--- config.mk ---
export PLATFORM = sky130hd
export DESIGN_NAME = fp16_mul_arbiter
export DESIGN_NICKNAME = d
export VERILOG_FILES = /design/src/rtl/fp16_mul_arbiter.sv
export SDC_FILE = /design/constraint.sdc
export NUM_CORES = 1
export LEC_CHECK = 0
export CORE_ASPECT_RATIO = 0.5
export CORE_MARGIN = 2
export CORE_UTILIZATION = 25
export CTS_BUF_LIST = sky130_fd_sc_hd__clkbuf_8
export DETAILED_ROUTE_END_ITERATION = 7
export PLACE_DENSITY = 0.47
export SYNTH_ARGS = -nofsm -noshare
export SYNTH_HDL_FRONTEND = slang
export SYNTH_SLANG_ARGS = --single-unit
--- constraint.sdc ---
create_clock -name CLK -period 6.99 [get_ports CLK]
set_input_delay 1.398 -clock CLK [delete_from_list [all_inputs] [get_ports CLK]]
set_output_delay 1.398 -clock CLK [all_outputs]
set_load 0.005 [all_outputs]
--- src/rtl/fp16_mul_arbiter.sv ---
// Round-robin arbiter sharing one registered fp16 multiplier among N_REQ requesters,
// with an ID-tag pipeline and credit-protected response FIFO. Optional counters: FP16_ARB_PERF_EN.
module fp16_mul_arbiter #(
  parameter int N_REQ      = 4,
  parameter int MUL_LAT    = 1,
  parameter int FIFO_DEPTH = 4,
  localparam int IDW       = (N_REQ > 1) ? $clog2(N_REQ) : 1
) (
  input  logic                 CLK,
  input  logic                 RESETn,
  input  logic [N_REQ-1:0]     req_valid,
  output logic [N_REQ-1:0]     req_ready,
  input  logic [16*N_REQ-1:0]  req_a,
  input  logic [16*N_REQ-1:0]  req_b,
  output logic [15:0]          mul_a,
  output logic [15:0]          mul_b,
  input  logic [15:0]          mul_p,
  output logic                 rsp_valid,
  input  logic                 rsp_ready,
  output logic [IDW-1:0]       rsp_id,
  output logic [15:0]          rsp_data,
  output logic                 busy
`ifdef FP16_ARB_PERF_EN
  ,
  output logic [31:0]          issue_cnt,
  output logic [31:0]          stall_cnt
`endif
);

  localparam int PW = (FIFO_DEPTH > 1) ? $clog2(FIFO_DEPTH) : 1;
  localparam int CW = $clog2(FIFO_DEPTH + 1);
  // Tag stage 0 sits beside mul_a/mul_b; stage MUL_LAT sits beside mul_p.
  localparam int NS = MUL_LAT + 1;

  function automatic logic [IDW-1:0] rr_next(input logic [IDW-1:0] i);
    return (int'(i) == N_REQ - 1) ? '0 : i + 1'b1;
  endfunction

  function automatic logic [PW-1:0] fifo_inc(input logic [PW-1:0] p);
    return (int'(p) == FIFO_DEPTH - 1) ? '0 : p + 1'b1;
  endfunction

  logic [15:0]     a_arr [N_REQ];
  logic [15:0]     b_arr [N_REQ];
  logic [IDW-1:0]  ptr;
  logic [IDW-1:0]  cand;
  logic [IDW-1:0]  gnt_idx;
  logic            gnt_found;
  logic            credit_ok;
  logic            issue;

  logic [NS-1:0]   vld_p;
  logic [IDW-1:0]  id_p [NS];

  logic [IDW-1:0]  mem_id   [FIFO_DEPTH];
  logic [15:0]     mem_data [FIFO_DEPTH];
  logic [CW-1:0]   fifo_cnt;
  logic [CW-1:0]   remain;
  logic [CW-1:0]   cnt_nxt;
  logic [PW-1:0]   rd_ptr;
  logic [PW-1:0]   wr_ptr;
  logic [PW-1:0]   rd_nxt;
  logic            push;
  logic            pop;
  logic [IDW-1:0]  head_id;
  logic [15:0]     head_data;

  for (genvar i = 0; i < N_REQ; i++) begin : g_unpack
    assign a_arr[i] = req_a[16*i +: 16];
    assign b_arr[i] = req_b[16*i +: 16];
  end

  // Pops in the same cycle are deliberately not credited back.
  assign credit_ok = (int'(fifo_cnt) + $countones(vld_p)) < FIFO_DEPTH;

  always_comb begin
    gnt_found = 1'b0;
    gnt_idx   = '0;
    cand      = '0;
    for (int k = 0; k < N_REQ; k++) begin
      cand = IDW'((int'(ptr) + k) % N_REQ);
      if (!gnt_found && req_valid[cand]) begin
        gnt_found = 1'b1;
        gnt_idx   = cand;
      end
    end
  end

  assign issue     = gnt_found & credit_ok;
  assign req_ready = issue ? ({{(N_REQ-1){1'b0}}, 1'b1} << gnt_idx) : '0;

  // ---- stage p0: operand register and tag pipeline entry ----
  always_ff @(posedge CLK or negedge RESETn) begin
    if (!RESETn) begin
      ptr   <= '0;
      mul_a <= '0;
      mul_b <= '0;
      vld_p <= '0;
    end else begin
      vld_p <= {vld_p[NS-2:0], issue};
      if (issue) begin
        mul_a <= a_arr[gnt_idx];
        mul_b <= b_arr[gnt_idx];
        ptr   <= rr_next(gnt_idx);
      end
    end
  end

  always_ff @(posedge CLK) begin
    id_p[0] <= gnt_idx;
    for (int s = 1; s < NS; s++) id_p[s] <= id_p[s-1];
  end

  // ---- stage p(MUL_LAT): product capture into the response FIFO ----
  assign push = vld_p[NS-1];
  assign pop  = rsp_valid & rsp_ready;

  always_comb begin
    rd_nxt  = pop ? fifo_inc(rd_ptr) : rd_ptr;
    remain  = fifo_cnt - CW'(pop);
    cnt_nxt = remain + CW'(push);
    if (remain == '0) begin
      head_id   = id_p[NS-1];
      head_data = mul_p;
    end else begin
      head_id   = mem_id[rd_nxt];
      head_data = mem_data[rd_nxt];
    end
  end

  always_ff @(posedge CLK) begin
    if (push) begin
      mem_id[wr_ptr]   <= id_p[NS-1];
      mem_data[wr_ptr] <= mul_p;
    end
  end

  always_ff @(posedge CLK or negedge RESETn) begin
    if (!RESETn) begin
      fifo_cnt  <= '0;
      rd_ptr    <= '0;
      wr_ptr    <= '0;
      rsp_valid <= 1'b0;
      rsp_id    <= '0;
      rsp_data  <= '0;
    end else begin
      fifo_cnt  <= cnt_nxt;
      rd_ptr    <= rd_nxt;
      rsp_valid <= (cnt_nxt != '0);
      if (push) wr_ptr <= fifo_inc(wr_ptr);
      if (cnt_nxt != '0) begin
        rsp_id   <= head_id;
        rsp_data <= head_data;
      end
    end
  end

  assign busy = (|vld_p) | (fifo_cnt != '0);

  a_no_overflow: assert property (@(posedge CLK) disable iff (!RESETn)
    !(push && (fifo_cnt == CW'(FIFO_DEPTH))));

`ifdef FP16_ARB_PERF_EN
  always_ff @(posedge CLK or negedge RESETn) begin
    if (!RESETn) begin
      issue_cnt <= '0;
      stall_cnt <= '0;
    end else begin
      if (issue) issue_cnt <= issue_cnt + 32'd1;
      if ((|req_valid) && !credit_ok) stall_cnt <= stall_cnt + 32'd1;
    end
  end
`endif

endmodule

Word-level counts from Yosys, hierarchy flattened
Memory sizes are Yosys's and may differ from the RTL's.
Cells that the tools add are included.
- $add $sub $neg: 10
- $lt $le $gt $ge: 6
- eq/ne operators: 3
- shifts and indexed selects: 1
- multiplexer cells: 31
- bitwise logic cells: 4
- reductions and logical operators: 10
- operators by type and width (cell ; count):
    $mux 16 ; 5
    $bmux 16 s2 ; 2
    $mux 2 ; 9
    $lt 2x3->1 const B ; 4
    $mux 1 ; 10
    $add 2x1->2 const B ; 4
    $bmux 1 s2 ; 4
    $eq 2x1->1 const B ; 3
    $reduce_bool 3->1 ; 2
    $add 2x2->2 const B ; 2
    $add 3x2->4 ; 1
    $lt 4x3->1 const B ; 1
    $mux 4 ; 1
    $shl 1x2->4 const A ; 1
    $add 3x1->3 ; 1
    $ge 3x3->1 const B ; 1
    $logic_and 1x1->1 ; 3
    $logic_not 1->1 ; 3
    $logic_not 3->1 ; 1
    $not 2->3 ; 1
    $sub 3x1->3 ; 1
    $add 1x1->2 ; 1
    $and 1x1->1 ; 2
    $reduce_or 2->1 ; 1
    $or 1x1->1 ; 1
- flip-flop bits (word level): 62
- RAM bits: 76
- memories: 3
- memories (name ; words ; width ; rd ports ; clocked after Yosys merged registers in ; wr ports ; RTL line ; source):
    mem_data ; 4 ; 16 ; 1 ; 0 ; 1 ; 56 ; logic [15:0] mem_data [FIFO_DEPTH];
    mem_id ; 4 ; 2 ; 1 ; 0 ; 1 ; 55 ; logic [IDW-1:0] mem_id [FIFO_DEPTH];
    id_p ; 2 ; 2 ; 2 ; 0 ; 2 ; 53 ; logic [IDW-1:0] id_p [NS];

Depth between registers and ports, before layout
Gate-level depths: netlist of run 1.
- depth after elaboration: 16
- mapped depth: 12
- depth with buffers taken out: 9

Worst setup path before layout of run 1
OpenSTA, ideal clock, no wires.
- path kind: input-to-output
- start: input port req_valid[3]
- end: output port req_ready[3]
- arrival: 2493 ps
- data required time: 5592 ps
- slack: 3099 ps
- stages: 8
- cell sequence: nor2b_2 -> o21ai_0 -> o211ai_1 -> buf_6 -> buf_4 -> inv_1 -> ha_1 -> and2_1
- longest elaborated chain between the ends: 14
- elaborated cells between the ends (all ways): 25
- those cells by class: shift (1); mux (17); bitwise (1); reduce/logical (6)
- RTL lines (item ; RTL line ; source):
    start, declared ; 11 ; input logic [N_REQ-1:0] req_valid,
    $bmux 1 s2 ; 82 ; if (!gnt_found && req_valid[cand]) begin
    $mux 1 (not written as such) ; 82 ;
    $mux 1 ; 82 ;
    $logic_not 1->1 ; 82 ;
    $logic_and 1x1->1 ; 82 ;
    $mux 1 ; 82 ;
    $logic_not 1->1 ; 82 ;
    $logic_and 1x1->1 ; 82 ;
    $mux 1 ; 82 ;
    $logic_not 1->1 ; 82 ;
    $logic_and 1x1->1 ; 82 ;
    $mux 2 or $mux 1 (tied branches) ; 82 ;
    $shl 1x2->4 or $and 1x1->1 (tied branches) ; 90, 89 ;
    $mux 4 (*) ; 90 ; assign req_ready = issue ? ({{(N_REQ-1){1'b0}}, 1'b1} << gnt_idx) : '0;
    end, declared ; 12 ; output logic [N_REQ-1:0] req_ready,
Mark *: on every way between the ends. The rest lies on a longest branch, timed or not. The select of a mux whose other input is x is not followed.

Final worst setup path of run 1
Same ends and word-level chain as after synthesis.

==> flow_summary.json, run 1 <==
{
  "grt_start_max_net_pins": 63,
  "p_seq_share_pct": 34.7,
  "ys_types": 38,
  "cp-end-kind": "primary output",
  "vdd_ir_drop_max_mv": 0.157,
  "ctsResizeCount": 0,
  "ys_ff_latch": 138,
  "yosys.area_share.simple_pct": 4.60,
  "die_height_um": 116,
  "post_cts_buffers": 0,
  "crit_path_start_kind": "input pin",
  "coreArea_um2": 25000,
  "n_antenna_cell": 0,
  "clockRootBuffer": "clkbuf_8",
  "synth_top_area_share_pct": 34.3,
  "maxSlewHeadroom_pct": 24.9,
  "final_antenna_net_count": 0,
  "clock_skew_ns": 0.0139,
  "final_nets": 827,
  "setup_viol_count_final": 0,
  "place_inst": 990,
  "yosys.area.top_type": "edfxtp_1",
  "worst_pin_slew_ns": 1.13,
  "synth_mux_area_share_pct": 17.1,
  "initial_core_util_pct": 25.2,
  "cts_buffer_depth": 2,
  "dieArea_um2": 26600,
  "viasPerCell": 4.41,
  "grt_pass1_wl_um": 26800,
  "syn_area_um2": 6300,
  "cp_max_fo": 6,
  "ys_warn_count": 0,
  "synth-adder-area-share_pct": 2.18,
  "finalCriticalPeriod_ns": 5.03,
  "intPower_w": 0.00240,
  "grt_setup_unrepaired": "no",
  "worstHoldPathType": "flop to flop",
  "drv_cap": 0,
  "numPortBuffers": 206,
  "synthArstFlopShare_pct": 44.9,
  "finalHoldViolations": 0,
  "place_congestion": 0.827,
  "p_sw_w": 0.00142,
  "h-tree-depth": 4,
  "insertion_delay_ns": 0.44,
  "syn_nets": 626,
  "cp.arrival_ns": 3.63,
  "die_w_um": 229,
  "yosysSeqAreaShare_pct": 60.2,
  "power_frac_comb_pct": 48.5,
  "clock_sinks": 138,
  "grt_antenna_before_repair": 0,
  "synth-edff-count": 72,
  "clk_pin_slew_worst_paths_ns": 0.09,
  "post-dp-hpwl_um": 11700,
  "period_share_pct": 72.0,
  "wl_um": 17700,
  "fin_tns_setup_ns": 0,
  "grt_pass1_vias": 4663,
  "synthFlopType": "edfxtp_1",
  "tritoncts": "done",
  "p_per_area_nw_per_um2": 424,
  "cts_hold_buf": 0,
  "grt-ovfl-total": 0,
  "fmaxAchievable_mhz": 199,
  "firstDrtPassIters": 4,
  "drv_slew": 0,
  "p_sw_share_pct": 37.3,
  "finalNonFillerCells": 1022,
  "synth_top_family_by_area": "multiplexers",
  "crit_required_ns": 5.59,
  "drc": 0,
  "syn_inst": 464,
  "vias": 4505,
  "synth_compound_area_share_pct": 11.3,
  "criticalPathCategory": "input pin to primary output",
  "clkPwrFrac_pct": 16.9,
  "routedWlPerCell_um": 17.3,
  "drive_above_1_share_pct": 11.1,
  "core.rowCount": 41,
  "outcome": "completed",
  "first_iter_violations": 243,
  "p_leak_nw": 3.52,
  "track_usage_pct": 13.3,
  "synth_area_leaders": "edfxtp_1 34%, dfrtp_1 25%, mux2i_1 10%, mux2_2 5.9%, o221ai_1 4.4%",
  "area_delta_synth_final_pct": 42.8,
  "avgSynthCellArea_um2": 13.6,
  "synthXorXnorAreaFrac_pct": 0.278,
  "cts_buffers": 17,
  "io_pins": 207
}
==> through the flow <==
step,power [W],hold slack (ns),util (%),setup WS [ns],instance area (um2)
6_report,0.00382,0.342,36.0,1.96,9010
5_1_grt,0.00412,0.356,36.0,1.89,9010
4_1_cts,0.00390,0.346,36.0,1.97,9010
3_5_place_dp,0.00324,0.327,34.5,1.97,8630
3_3_place_gp,0.00322,0.322,34.5,2.02,8630
2_1_floorplan,0.00252,0.310,-,3.10,6300
==> Yosys cell counts, types with 4 or more instances <==
library cell   n
buf_4          6
ha_1          11
a21oi_1       20
dfxtp_1        4
mux2_2        33
mux2_1         4
o21ai_0        5
dfrtp_1       62
mux2i_1       64
o22ai_1       36
buf_6         10
nor2_1         5
inv_1         12
nand2_1       42
o221ai_1      32
buf_2         11
edfxtp_1      72
and2_1         6
==> power groups by stage <==
stage | logic (W) | clock network [W] | registers, W
floorplan | 0.00120 | 0 | 0.00131
global placement | 0.00188 | 0 | 0.00134
detailed placement | 0.00190 | 0 | 0.00134
CTS | 0.00190 | 0.000671 | 0.00133
global route | 0.00205 | 0.000705 | 0.00136
finish | 0.00185 | 0.000644 | 0.00132
==> state kept, by name, indices dropped and copies added (netlist names), 3 cells and up <==
name and cells:
mem_id 8, rsp_data 16, id_p 4, fifo_cnt 3
mul_a 16, mul_b 16, mem_data 64
==> worst paths after layout <==
kind / start / end / slack [ns] / cells after the start
setup reg to reg: rsp_valid / rsp_data[10] / 3.82 / 8
setup / recovery: req_valid[3] / req_ready[3] / 1.96 / 8
hold / removal: id_p[0][1] / id_p[0][3] / 0.34 / 0
min in group asynchronous: RESETn / rsp_data[2] / 1.09 / 1
hold reg to reg: id_p[0][1] / id_p[0][3] / 0.34 / 0
max in group asynchronous: RESETn / mul_b[9] / 5.32 / 1
==> cells by family after synthesis <==
kind of cell	Yosys count
multiplexers	102
AND/OR/NAND/NOR	65
adder cells (fa/ha/maj)	11
flip-flops	138
AO/OA/AOI/OAI	102
buffers and inverters	44
XOR/XNOR	2
==> layer usage <==
metal  up-vias  part of all wire [%]  routed length [um]  track usage, %
met5         -                     0                   0               0
met2        89                    50                8890            23.1
met4         0                   1.5                 258            4.31
li1       2179                     -                   -               -
met1      2221                    44                7860            16.4
met3        16                   4.1                 718            3.22
==> critical path, stage by stage <==
cell and delay, ns:
clkdlybuf4s50_1 0.61, nor2b_2 0.09, a21o_1 0.18, a221o_1 0.43, inv_1 0.10, ha_1 0.18, and2_1 0.14, clkdlybuf4s50_1 0.51
==> cell usage in the layout (no fill, tap or decap), types with 15 or more instances in the layout <==
cell type,count
dfrtp_1,62
mux2i_1,64
clkdlybuf4s50_1,205
a21oi_1,20
mux2_2,33
edfxtp_1,72
clkbuf_8,18
inv_1,15
o22ai_1,36
o221ai_1,32
nand2_1,42
==> final cells by class <==
class	instances	area, um2
Multi-Input combinational cell	282	2240
Sequential cell	138	3790
Clock buffer	18	248
Inverter	13	48.8
Tap cell	344	430
Clock inverter	14	131
Fill cell	2483	16000
Timing Repair Buffer	213	2110
No activity file was read; power rests on OpenSTA's default activity.
==> run 2: changes to the inputs <==
PLACE_DENSITY = 0.49   (was 0.47)
clock period = 4.6 ns   (was 6.99 ns; I/O delays follow)
==> run 2 against run 1 <==
  * Register-to-register slack lost 1.9 ns
  * Die area unchanged
  * Global-route usage hardly changed
  * Final cell count grew 0.20%
  * Non-clock buffer count up 3
  * Clock power grew 37%
  * Total power is 50% higher
  * Sequential cell count unchanged
  * Hold slack better by 0.021 ns
  * Critical path depth is the same
  * Routed wire length down 2.2%
  * Sequential power increased by 53%
  * Highest routed layer unchanged
==> flow_summary.json, run 2 (synthesis gave the netlist of run 1 again) <==
{
  "outcome": "completed",
  "die_height_um": 116,
  "p_sw_share_pct": 38.2,
  "numPortBuffers": 206,
  "vdd_ir_drop_max_mv": 0.203,
  "grt-ovfl-total": 0,
  "track_usage_pct": 13.3,
  "worstHoldPathType": "flop to flop",
  "cp-end-kind": "primary output",
  "setup_slack_ns": 0.576,
  "layout_commonest_cell": "clkdlybuf4s50_1",
  "fmaxAchievable_mhz": 248,
  "dieArea_um2": 26600,
  "final_antenna_net_count": 0,
  "maxSlewHeadroom_pct": 27.3,
  "layout_common_cells": "205 x clkdlybuf4s50_1, 72 x edfxtp_1, 64 x mux2i_1",
  "die_w_um": 229,
  "firstDrtPassIters": 4,
  "clkPwrFrac_pct": 15.3,
  "tritoncts": "done",
  "drive_above_1_share_pct": 12.1,
  "drv_cap": 0,
  "initial_core_util_pct": 25.2,
  "coreArea_um2": 25000,
  "area_delta_synth_final_pct": 42.5,
  "finalHoldViolations": 0,
  "ctsResizeCount": 0,
  "cp.arrival_ns": 3.10,
  "p_per_area_nw_per_um2": 639,
  "cts_buffer_depth": 2,
  "total_power_w": 0.00574,
  "clock_skew_ns": 0.0157,
  "cts_hold_buf": 0,
  "wl_um": 17300,
  "worst_pin_slew_ns": 1.09,
  "grt_pass1_vias": 4880,
  "viasPerCell": 4.44,
  "clk_pin_slew_worst_paths_ns": 0.09,
  "reg2reg_depth": 10,
  "grt_setup_unrepaired": "no",
  "criticalPathCategory": "input pin to primary output",
  "core.rowCount": 41,
  "clock_sinks": 138,
  "crit_path_start_kind": "input pin",
  "fin_tns_setup_ns": 0,
  "h-tree-depth": 4,
  "period_share_pct": 87.5,
  "post_cts_buffers": 0,
  "finalNonFillerCells": 1024,
  "post-dp-hpwl_um": 11600,
  "place_congestion": 0.721,
  "setup_viol_count_final": 0,
  "finalCriticalPeriod_ns": 4.02,
  "clockRootBuffer": "clkbuf_8",
  "first_iter_violations": 212,
  "p_seq_share_pct": 35.1,
  "crit_required_ns": 3.68,
  "whs_path_depth": 0,
  "p_sw_w": 0.00220,
  "routedWlPerCell_um": 16.9,
  "insertion_delay_ns": 0.44,
  "final_nets": 830,
  "top_register": "mem_data",
  "fillers": 2455,
  "grt_pass1_wl_um": 27100,
  "cp_max_fo": 6,
  "intPower_w": 0.00355,
  "p_leak_nw": 3.49,
  "place_inst": 993,
  "power_frac_comb_pct": 49.6,
  "drv_slew": 0,
  "vias": 4549,
  "io_pins": 207,
  "n_antenna_cell": 0,
  "drc": 0,
  "grt_start_max_net_pins": 63,
  "grt_antenna_before_repair": 0,
  "cts_buffers": 17,
  "largest_reg_flops": 64,
  "dpl_worst_slack_ns": 0.583
}
[run 2: changes by cell type in the layout (fill, tap and decap cells not counted), sizes merged]
cell	before	now
clkinvlp	1	4
buf	8	11
bufinv	2	0
inv	18	16
clkinv	6	7
clkbuf	18	17
[run 2: layout make-up]
| cell class | instances | area (um2) | area share [%] |
|---|---|---|---|
| clock inverter | 14 | 98.8 | 1.10 |
| clock buffer | 17 | 234 | 2.60 |
| multi-input combinational | 282 | 2240 | 25.0 |
| inverter | 13 | 48.8 | 0.543 |
| sequential | 138 | 3790 | 42.2 |
| tap | 344 | 430 | 4.79 |
| timing repair buffer | 216 | 2130 | 23.8 |
[run 2: path summary, 6_finish.rpt]
check	start	slack [ns]	endpoint
hold reg to reg	id_p[0][0]	0.36	id_p[0][2]
hold / removal	id_p[0][0]	0.36	id_p[0][2]
max in group asynchronous	RESETn	3.39	mul_b[11]
setup / recovery	req_valid[3]	0.58	req_ready[3]
setup reg to reg	rsp_valid	1.90	rsp_data[8]
min in group asynchronous	RESETn	0.60	rsp_data[0]
[run 2: power by group through the flow]
stage	Combinational, W	Clock [W]	Sequential [W]
floorplan	0.00183	0	0.00200
global placement	0.00288	0	0.00203
detailed placement	0.00289	0	0.00204
CTS	0.00291	0.000924	0.00202
global route	0.00314	0.000988	0.00207
finish	0.00284	0.000880	0.00202
[run 2: metal layers]
layer	share of wire, %	global-route usage, %
met3	4.0	3.64
met4	0.67	2.96
met1	46	17.2
met2	49	22.3
met5	0	0
[run 2: critical path, stage by stage]
cell,delay (ns)
clkdlybuf4s50_1,0.60
nor2b_2,0.09
a21o_1,0.18
a221o_1,0.41
inv_1,0.09
ha_1,0.17
and2_1,0.14
clkdlybuf4s50_1,0.50
[run 2: per-stage QoR]
step | cell area (um2) | util, % | hold slack, ns
2_1_floorplan | 6300 | - | 0.310
3_3_place_gp | 8650 | 34.6 | 0.341
3_5_place_dp | 8650 | 34.6 | 0.341
4_1_cts | 8980 | 36.0 | 0.360
5_1_grt | 8980 | 36.0 | 0.362
6_report | 8980 | 36.0 | 0.363
